$ cat src/rtl/led_pwm_regs_if.sv
// rtl/led_pwm_regs_if.sv - local register bus between the AXI4-Lite slave and led_pwm_regs
interface led_pwm_regs_if #(
    parameter int ADDR_W = 13
);
    logic [ADDR_W-1:0] local_addr;
    logic [31:0]       local_wr_data;
    logic              local_wr;
    logic [31:0]       local_rd_data;

    modport master (
        output local_addr,
        output local_wr_data,
        output local_wr,
        input  local_rd_data
    );

    modport slave (
        input  local_addr,
        input  local_wr_data,
        input  local_wr,
        output local_rd_data
    );
endinterface

$ cat src/rtl/led_pwm_regs.sv
// rtl/led_pwm_regs.sv - LED PWM register bank, prescaler, period counter and wrap interrupt
module led_pwm_regs #(
    parameter int N_CH   = 8,
    parameter int PWM_W  = 16,
    parameter int ADDR_W = 13
) (
    input  logic            axi_clk,
    input  logic            axi_rst,
    led_pwm_regs_if.slave   bus,
    output logic [N_CH-1:0] led_out,
    output logic            irq
);
    localparam int IDX_W = ADDR_W - 2;
    localparam logic [IDX_W-1:0] IDX_CTRL     = IDX_W'(0);
    localparam logic [IDX_W-1:0] IDX_STATUS   = IDX_W'(1);
    localparam logic [IDX_W-1:0] IDX_PRESCALE = IDX_W'(2);
    localparam logic [IDX_W-1:0] IDX_PERIOD   = IDX_W'(3);

    logic             en;
    logic             inv;
    logic             irq_en;
    logic             wrap_sts;
    logic [15:0]      prescale;
    logic [15:0]      pc;
    logic [PWM_W-1:0] period;
    logic [PWM_W-1:0] cnt;
    logic [PWM_W-1:0] duty   [N_CH];
    logic [PWM_W-1:0] shadow [N_CH];

    logic [IDX_W-1:0] word_idx;
    logic [N_CH-1:0]  duty_hit;
    logic             tick;
    logic             cnt_at_top;
    logic             wrap_evt;
    logic             status_clr;
    logic [31:0]      rd_next;
    logic             unused_bits;

    assign unused_bits = ^{bus.local_wr_data, bus.local_addr[1:0]};

    always_comb begin
        word_idx = bus.local_addr[ADDR_W-1:2];
        for (int n = 0; n < N_CH; n++) begin
            duty_hit[n] = (word_idx == IDX_W'(4 + n));
        end
    end

    // A PERIOD written below cnt lets cnt run to all-ones, which is also treated as a wrap.
    always_comb begin
        tick       = en && (pc == prescale);
        cnt_at_top = (cnt == period) || (cnt == {PWM_W{1'b1}});
        wrap_evt   = tick && cnt_at_top;
        status_clr = bus.local_wr && (word_idx == IDX_STATUS) && bus.local_wr_data[0];
    end

    always_comb begin
        rd_next = '0;
        case (word_idx)
            IDX_CTRL:     rd_next = {29'd0, irq_en, inv, en};
            IDX_STATUS:   rd_next = {16'd0, 8'(N_CH), 7'd0, wrap_sts};
            IDX_PRESCALE: rd_next = {16'd0, prescale};
            IDX_PERIOD:   rd_next = 32'(period);
            default:      rd_next = '0;
        endcase
        for (int n = 0; n < N_CH; n++) begin
            if (duty_hit[n]) begin
                rd_next = 32'(duty[n]);
            end
        end
    end

    always_ff @(posedge axi_clk) begin
        if (axi_rst) begin
            en                <= 1'b0;
            inv               <= 1'b0;
            irq_en            <= 1'b0;
            wrap_sts          <= 1'b0;
            prescale          <= '0;
            period            <= PWM_W'(255);
            pc                <= '0;
            cnt               <= '0;
            led_out           <= '0;
            irq               <= 1'b0;
            bus.local_rd_data <= '0;
            for (int n = 0; n < N_CH; n++) begin
                duty[n]   <= '0;
                shadow[n] <= '0;
            end
        end else begin
            bus.local_rd_data <= rd_next;

            if (bus.local_wr) begin
                case (word_idx)
                    IDX_CTRL:     {irq_en, inv, en} <= bus.local_wr_data[2:0];
                    IDX_PRESCALE: prescale          <= bus.local_wr_data[15:0];
                    IDX_PERIOD:   period            <= bus.local_wr_data[PWM_W-1:0];
                    default:      ;
                endcase
            end

            // A wrap on the same cycle as a W1C keeps the sticky bit set.
            if (wrap_evt) begin
                wrap_sts <= 1'b1;
            end else if (status_clr) begin
                wrap_sts <= 1'b0;
            end

            if (!en || tick) begin
                pc <= '0;
            end else begin
                pc <= pc + 16'd1;
            end

            if (!en || wrap_evt) begin
                cnt <= '0;
            end else if (tick) begin
                cnt <= cnt + PWM_W'(1);
            end

            for (int n = 0; n < N_CH; n++) begin
                if (bus.local_wr && duty_hit[n]) begin
                    duty[n] <= bus.local_wr_data[PWM_W-1:0];
                end
                if (!en || wrap_evt) begin
                    shadow[n] <= duty[n];
                end
                led_out[n] <= en ? ((cnt < shadow[n]) ^ inv) : inv;
            end

            irq <= wrap_sts & irq_en;
        end
    end
endmodule
$ cat src/flat_wrapper.sv
// flat-port wrapper written by rule: the top's interface ports become plain ports
module led_pwm_regs_flat 
#(
    parameter int N_CH   = 8,
    parameter int PWM_W  = 16,
    parameter int ADDR_W = 13
)
  (axi_clk, axi_rst, led_out, irq, bus_local_addr, bus_local_wr_data, bus_local_wr, bus_local_rd_data);
  led_pwm_regs_if #(.ADDR_W(ADDR_W)) bus_i ();
  input  logic axi_clk;
  input  logic axi_rst;
  output logic [N_CH-1:0] led_out;
  output logic irq;
  input wire logic [$bits(bus_i.local_addr)-1:0] bus_local_addr;
  input wire logic [$bits(bus_i.local_wr_data)-1:0] bus_local_wr_data;
  input wire logic [$bits(bus_i.local_wr)-1:0] bus_local_wr;
  output wire logic [$bits(bus_i.local_rd_data)-1:0] bus_local_rd_data;
  assign bus_i.local_addr = bus_local_addr;
  assign bus_i.local_wr_data = bus_local_wr_data;
  assign bus_i.local_wr = bus_local_wr;
  assign bus_local_rd_data = bus_i.local_rd_data;
  led_pwm_regs #(.N_CH(N_CH), .PWM_W(PWM_W), .ADDR_W(ADDR_W)) u_core (.axi_clk(axi_clk), .axi_rst(axi_rst), .bus(bus_i), .led_out(led_out), .irq(irq));
endmodule
$ cat config.mk
export PLATFORM = sky130hd
export DESIGN_NAME = led_pwm_regs_flat
export DESIGN_NICKNAME = d
export VERILOG_FILES = /design/src/rtl/led_pwm_regs_if.sv /design/src/rtl/led_pwm_regs.sv /design/src/flat_wrapper.sv
export SDC_FILE = /design/constraint.sdc
export NUM_CORES = 1
export LEC_CHECK = 0
export BUFFER_PORTS_ARGS = -buffer_cell sky130_fd_sc_hd__buf_2
export CAP_MARGIN = 25
export CORE_ASPECT_RATIO = 1.5
export CORE_MARGIN = 4
export CORE_UTILIZATION = 58
export CTS_BUF_LIST = sky130_fd_sc_hd__clkbuf_4 sky130_fd_sc_hd__clkbuf_8
export CTS_CLUSTER_SIZE = 25
export DETAILED_ROUTE_END_ITERATION = 6
export GPL_TIMING_DRIVEN = 0
export PLACE_DENSITY_LB_ADDON = 0.2
export SYNTH_ARGS = -nofsm -noshare
export SYNTH_HDL_FRONTEND = slang
export SYNTH_SLANG_ARGS = --single-unit
export TNS_END_PERCENT = 5
$ cat constraint.sdc
create_clock -name axi_clk -period 4 [get_ports axi_clk]
set_clock_uncertainty 0.05 [all_clocks]
set_input_delay 1.2 -clock axi_clk [delete_from_list [all_inputs] [get_ports axi_clk]]
set_output_delay 1.2 -clock axi_clk [all_outputs]
set_load 0.01 [all_outputs]
==> impl_metrics.tcl, run 1 <==
set metrics [dict create \
    timing.rr.start "u_core.cnt[1]" \
    seq_area_frac_synth_pct 53.9 \
    start_kind "register" \
    cts_tree "yes" \
    total_leakage_power_uw 0.00792 \
    cp.required_ps 4200 \
    rsz0062_at_grt "false" \
    endpoint_kind "register" \
    die_area_mm2 0.0335 \
    grt_overflow 0 \
    cts_buffers 51 \
    clk_pin_slew_worst_paths_ps 70 \
    h-tree-depth 2 \
    critPathMaxFanout 74 \
    drt-pass1-iter-count 6 \
    grt_pass1_wl_um 75900 \
    slew_headroom_pct 35.3 \
    portBuffers 53 \
    place_congestion 1.01 \
    fp.dieH_um 222 \
    crit_top_cell "and3_1" \
    drv_cap 0 \
    whs_endpoint "u_core.period[14]" \
    start_util_pct 58.6 \
    synth_top_area_share_pct 43.4 \
    layout-drive-gt1-share_pct 12.9 \
    wl_per_cell_um 23.4 \
    grt_usage_pct 31.1 \
    hold_violations 0 \
    fp.coreArea_mm2 0.0303 \
    p_per_area_mw_per_mm2 387 \
    cts.sinks 349 \
    synth_edf_count 256 \
    synth_area_mm2 0.0177 \
    synth_seq_cells 349 \
    finalSetupViolations 0 \
    nets 1946 \
    synthTopCellsByArea "edfxtp_1, dfxtp_1, ha_1" \
    synth_ff_type "edfxtp_1" \
    drt_iter0_markers 1137 \
    cts_root_buffer "clkbuf_8" \
    finalMaxSlewViolations 0 \
    path_cells "ha_1 > and2_1 > and3_1 > and3_1 > nor2_1 > o21ai_2 > buf_8 > buf_16" \
    drc 0 \
    tightestPinTransition_ps 969 \
    hpwl_um 37500 \
    clk_latency_ps 600 \
    reg2reg_slack_ps 190 \
    area.growth.synth_to_final_pct 11.1 \
    totalWireLength_um 51800 \
    min_period_ps 3810 \
    hold_class "reg2reg" \
    fin_crit_sh_pct 95.2 \
    via_per_inst 5.85 \
    n_antenna_cell 0 \
    grt_pass1_vias 12926 \
    reg2reg_to "u_core.shadow[0][98]" \
    chipWidth_um 151 \
    async_flop_share_pct 0 \
    min_path_cells 2 \
    ys_types 67 \
    max_stage_delay_ps 630 \
    yosys_warnings 0 \
    grt_max_degree 75 \
    ys_top_cells_by_count "edfxtp_1, nor2_1, inv_1, ha_1, nand2_1" \
    worst_path_max_delay_cell "dfxtp_2" \
    p_total_uw 7630 \
    fmax_ghz 0.263 \
    worstPathArrival_ps 4010 \
    cts.path.max_buffers 3 \
    io_pins 89 \
    final_util_pct 65.1 \
    rr_worst_depth 8 \
    rows 78 \
    ir_worst_vdd_v 0.000345 \
    yosys.area.top_type "edfxtp_1" \
    run_status "complete, no violations" \
    antenna_found_initial 0 \
    yosys.cell_count.top_type "edfxtp_1" \
    syn_avg_cell_area_um2 10.7 \
    min_from "u_core.period[14]" \
    critical_path_class "reg2reg" \
    via_count 12967 \
    syn-instance-count 1651 \
    ant_nets 0 \
]
timing repair:
| action | CTS | global route |
|---|---|---|
| resized for setup | 6 | 8 |
| pin swaps | 1 | 0 |
| hold buffers | 0 | 0 |
| endpoints found under the setup margin | 74 | 74 |
| setup buffers | 2 | 0 |
power by group:
| group | leakage, uW | total, uW | internal, uW | switching, uW |
|---|---|---|---|---|
| registers | 0.00346 | 4110 | 4030 | 76.9 |
| clock network | 0.000561 | 3070 | 1660 | 1400 |
| logic | 0.00390 | 456 | 161 | 295 |
| total | 0.00792 | 7630 | 5850 | 1780 |
per-layer routing:
metal / part of all wire [%] / global-route usage (%) / wire, um
met1: 33 / 35.0 / 17300
met2: 48 / 51.8 / 25100
met3: 8.5 / 5.07 / 4380
met4: 9.7 / 23.8 / 5010
met5: 0 / 0 / 0
state kept, by name (all words and copies together), names as in the netlist:
register and cells:
u_core.irq 1, u_core.period 16, u_core.bus.local_rd_data 16, u_core.duty 128, u_core.irq_en 1, u_core.inv 1, u_core.led_out 8, u_core.pc 16
u_core.shadow 128, u_core.cnt 16, u_core.prescale 16, u_core.wrap_sts 1, u_core.en 1
final cells by class:
cell class / count / area [um2]
inverters: 149 / 559
multi-input cells: 1082 / 7240
plain buffers: 86 / 448
fillers: 2501 / 10600
clock buffers: 62 / 810
well taps: 400 / 500
repair buffers: 57 / 315
clock inverters: 31 / 268
flip-flops and latches: 349 / 9560
critical path, delay by kind of cell, from the launching register on:
family,cells,cell delay [ps]
AO/OA/AOI/OAI,1,550
AND/OR/NAND/NOR,4,1000
buffers and inverters,2,840
flip-flops,1,630
adder cells (fa/ha/maj),1,310
cell families (layout without fill, tap and decap cells):
kind of cell | after synthesis | after routing | synth area share (%)
adder cells (fa/ha/maj) | 122 | 122 | 8.61
other | 1 | 16 | 0.0212
AO/OA/AOI/OAI | 247 | 247 | 8.68
flip-flops | 349 | 349 | 53.9
XOR/XNOR | 62 | 62 | 3.06
multiplexers | 42 | 42 | 2.70
AND/OR/NAND/NOR | 593 | 593 | 17.4
buffers and inverters | 235 | 385 | 5.62
cell usage in the layout, fill, tap and decap left out, types with 9 or more instances in the layout:
| master | count |
|---|---|
| edfxtp_1 | 256 |
| nor2_1 | 181 |
| inv_1 | 149 |
| ha_1 | 122 |
| nand2_1 | 100 |
| and2_1 | 98 |
| dfxtp_1 | 83 |
| a21oi_1 | 82 |
| buf_2 | 71 |
| o21ai_0 | 66 |
| clkbuf_8 | 55 |
| nor2b_1 | 45 |
| nand2b_1 | 44 |
| xnor2_1 | 42 |
| clkbuf_1 | 38 |
| mux2i_1 | 31 |
| nand3_1 | 28 |
| nand4_1 | 25 |
| and3_1 | 24 |
| buf_4 | 20 |
| xor2_1 | 20 |
| conb_1 | 16 |
| clkinv_1 | 15 |
| o2111ai_1 | 14 |
| a211oi_1 | 12 |
| a21oi_2 | 11 |
| dfxtp_2 | 10 |
| a32oi_1 | 9 |
| a22oi_1 | 9 |
| clkinv_2 | 9 |
per-stage QoR:
step	cell area [um2]	cells	setup WS, ps	setup TNS (ps)	hold WS [ps]
after global routing	19700	2216	40.3	0	465
after detailed placement	18600	2120	-161	-11080	429
after global placement	18500	2119	-1570	-211020	420
after CTS	19700	2215	2.43	0	438
final	19700	2216	191	0	438
after floorplan	17800	1666	283	0	373
worst max path at each step:
stage | from | end | slack [ps] | cells past startpoint
2_1_floorplan | u_core.cnt[1] | u_core.shadow[0][0] | 280 | 7
3_3_place_gp | u_core.cnt[1] | u_core.shadow[0][114] | -1570 | 7
3_5_place_dp | u_core.cnt[1] | u_core.shadow[0][114] | -160 | 8
4_1_cts | u_core.cnt[10] | u_core.shadow[0][114] | 2 | 7
5_1_grt | u_core.cnt[1] | u_core.shadow[0][97] | 40 | 8
6_report | u_core.cnt[1] | u_core.shadow[0][98] | 190 | 8
(Power assumes the default switching activity.)
==> run 2: changes to the inputs <==
--- a/config.mk
+++ b/config.mk
@@ -13,8 +13,8 @@
 export CTS_BUF_LIST = sky130_fd_sc_hd__clkbuf_4 sky130_fd_sc_hd__clkbuf_8
 export CTS_CLUSTER_SIZE = 25
 export DETAILED_ROUTE_END_ITERATION = 6
-export GPL_TIMING_DRIVEN = 0
-export PLACE_DENSITY_LB_ADDON = 0.2
+export PLACE_DENSITY = 0.79
+export SLEW_MARGIN = 30
 export SYNTH_ARGS = -nofsm -noshare
 export SYNTH_HDL_FRONTEND = slang
 export SYNTH_SLANG_ARGS = --single-unit
==> impl_metrics.tcl, run 2 (same netlist as run 1, synthesis figures left out) <==
set metrics [dict create \
    cts_root_buffer "clkbuf_8" \
    clk_pin_slew_worst_paths_ps 60 \
    drc 0 \
    fin_area_mm2 0.0198 \
    rsz0062_at_grt "false" \
    clk_latency_ps 610 \
    fmax_ghz 0.326 \
    fp.dieH_um 222 \
    h-tree-depth 2 \
    io_pins 89 \
    grt_usage_pct 29.4 \
    chipWidth_um 151 \
    cts_hold_buf 0 \
    fillers 2285 \
    via_count 12977 \
    min_path_cells 2 \
    fin_crit_sh_pct 76.7 \
    place_congestion 0.961 \
    drt_iter0_markers 1237 \
    run_status "complete, no violations" \
    layout-drive-gt1-share_pct 13.8 \
    grt_pass1_wl_um 73200 \
    place_area_mm2 0.0186 \
    critical_path.startpoint "bus_local_addr[7]" \
    finalMaxSlewViolations 0 \
    ant_nets 0 \
    most-common-layout-cells "edfxtp_1, nor2_1, inv_1, ha_1, nand2_1" \
    cts_setup_buffers 0 \
    drt-pass1-iter-count 5 \
    nets 1910 \
    p_per_area_mw_per_mm2 400 \
    reg_top3 "u_core.duty x128, u_core.shadow x128" \
    rr_worst_depth 7 \
    wl_per_cell_um 22.5 \
    reg2reg_slack_ps 960 \
    die_area_mm2 0.0335 \
    totalWireLength_um 49000 \
    hpwl_um 35300 \
    critical_path_class "in2reg" \
    hold_class "reg2reg" \
    cts.sinks 349 \
    fp.coreArea_mm2 0.0303 \
    grt_max_degree 97 \
    cp.required_ps 4230 \
    final_common_cell "edfxtp_1" \
    endpoint_kind "register" \
    crit_path_end "u_core.duty[0][21]" \
    area.growth.synth_to_final_pct 11.9 \
    total_leakage_power_uw 0.00801 \
    via_per_inst 5.94 \
    grt_pass1_vias 13100 \
    min_period_ps 3070 \
    drv_cap 0 \
    cts_buffers 51 \
    reg2reg_to "u_core.shadow[0][105]" \
    hold_violations 0 \
    fin_tns_setup_ps 0 \
    cts_tree "yes" \
    critPathMaxFanout 17 \
    worstPathArrival_ps 3300 \
    ctsResizeCount 0 \
    finalSetupViolations 0 \
    grt_overflow 0 \
    slew_headroom_pct 41.0 \
    start_util_pct 58.6 \
    portBuffers 54 \
    start_kind "input pin" \
    timing.rr.start "u_core.prescale[3]" \
    antenna_found_initial 1 \
    cts.path.max_buffers 3 \
    tightestPinTransition_ps 885 \
    rows 78 \
    ir_worst_vdd_v 0.000321 \
]
run 2: changes by cell type in the layout (fill, tap and decap cells not counted), moves of 14 or more:
cell / previous run / this run
clkbuf_1: 38 / 0
buf_4: 20 / 50
buf_2: 71 / 53
clkinv_1: 15 / 0
clkbuf_8: 55 / 69
run 2: layer usage:
metal  GRT usage [%]  up-vias  routed length [um]
met5               0        -                   0
met3            4.66      221                3940
met1            32.2     6130               16300
met2            50.6      723               24500
li1                -     5903                   -
met4            21.2        0                4320
run 2: power by group:
part           total [uW]  switching, uW  internal [uW]
sequential           4100           71.9           4030
clock                3410           1380           2020
combinational         437            284            152
run 2: how the worst min path moves through the flow:
stage	start	end	slack, ps
after floorplan	u_core.irq_en	u_core.irq	370
after global placement	u_core.irq_en	u_core.irq	420
after detailed placement	u_core.irq_en	u_core.irq	420
after CTS	u_core.irq_en	u_core.irq	430
after global routing	u_core.irq_en	u_core.irq	450
final	u_core.irq_en	u_core.irq	430
run 2: through the flow:
stage,instances,hold slack (ps),worst slack [ps],power (uW),util [%]
2_1_floorplan,1666,373,283,4430,-
3_3_place_gp,2087,421,421,4580,61.4
3_5_place_dp,2087,416,380,4600,61.4
4_1_cts,2183,426,996,7970,65.6
5_1_grt,2184,451,792,8180,65.6
6_report,2184,429,931,7940,65.6
run 2: final cells by class:
class / instances / area, um2 / share of cell area (%)
diodes: 1 / 2.50 / 0.0126
clock buffers: 86 / 1080 / 5.43
clock inverters: 10 / 181 / 0.914
inverters: 149 / 559 / 2.82
multi-input cells: 1082 / 7250 / 36.6
flip-flops and latches: 349 / 9550 / 48.1
well taps: 400 / 500 / 2.52
repair buffers: 107 / 721 / 3.63
run 2: critical path, stage by stage:
cell and delay (ps):
buf_2 90, or4_4 630, nor2_1 250, and2_1 450, nand3_4 270, nand2b_1 140, buf_4 250
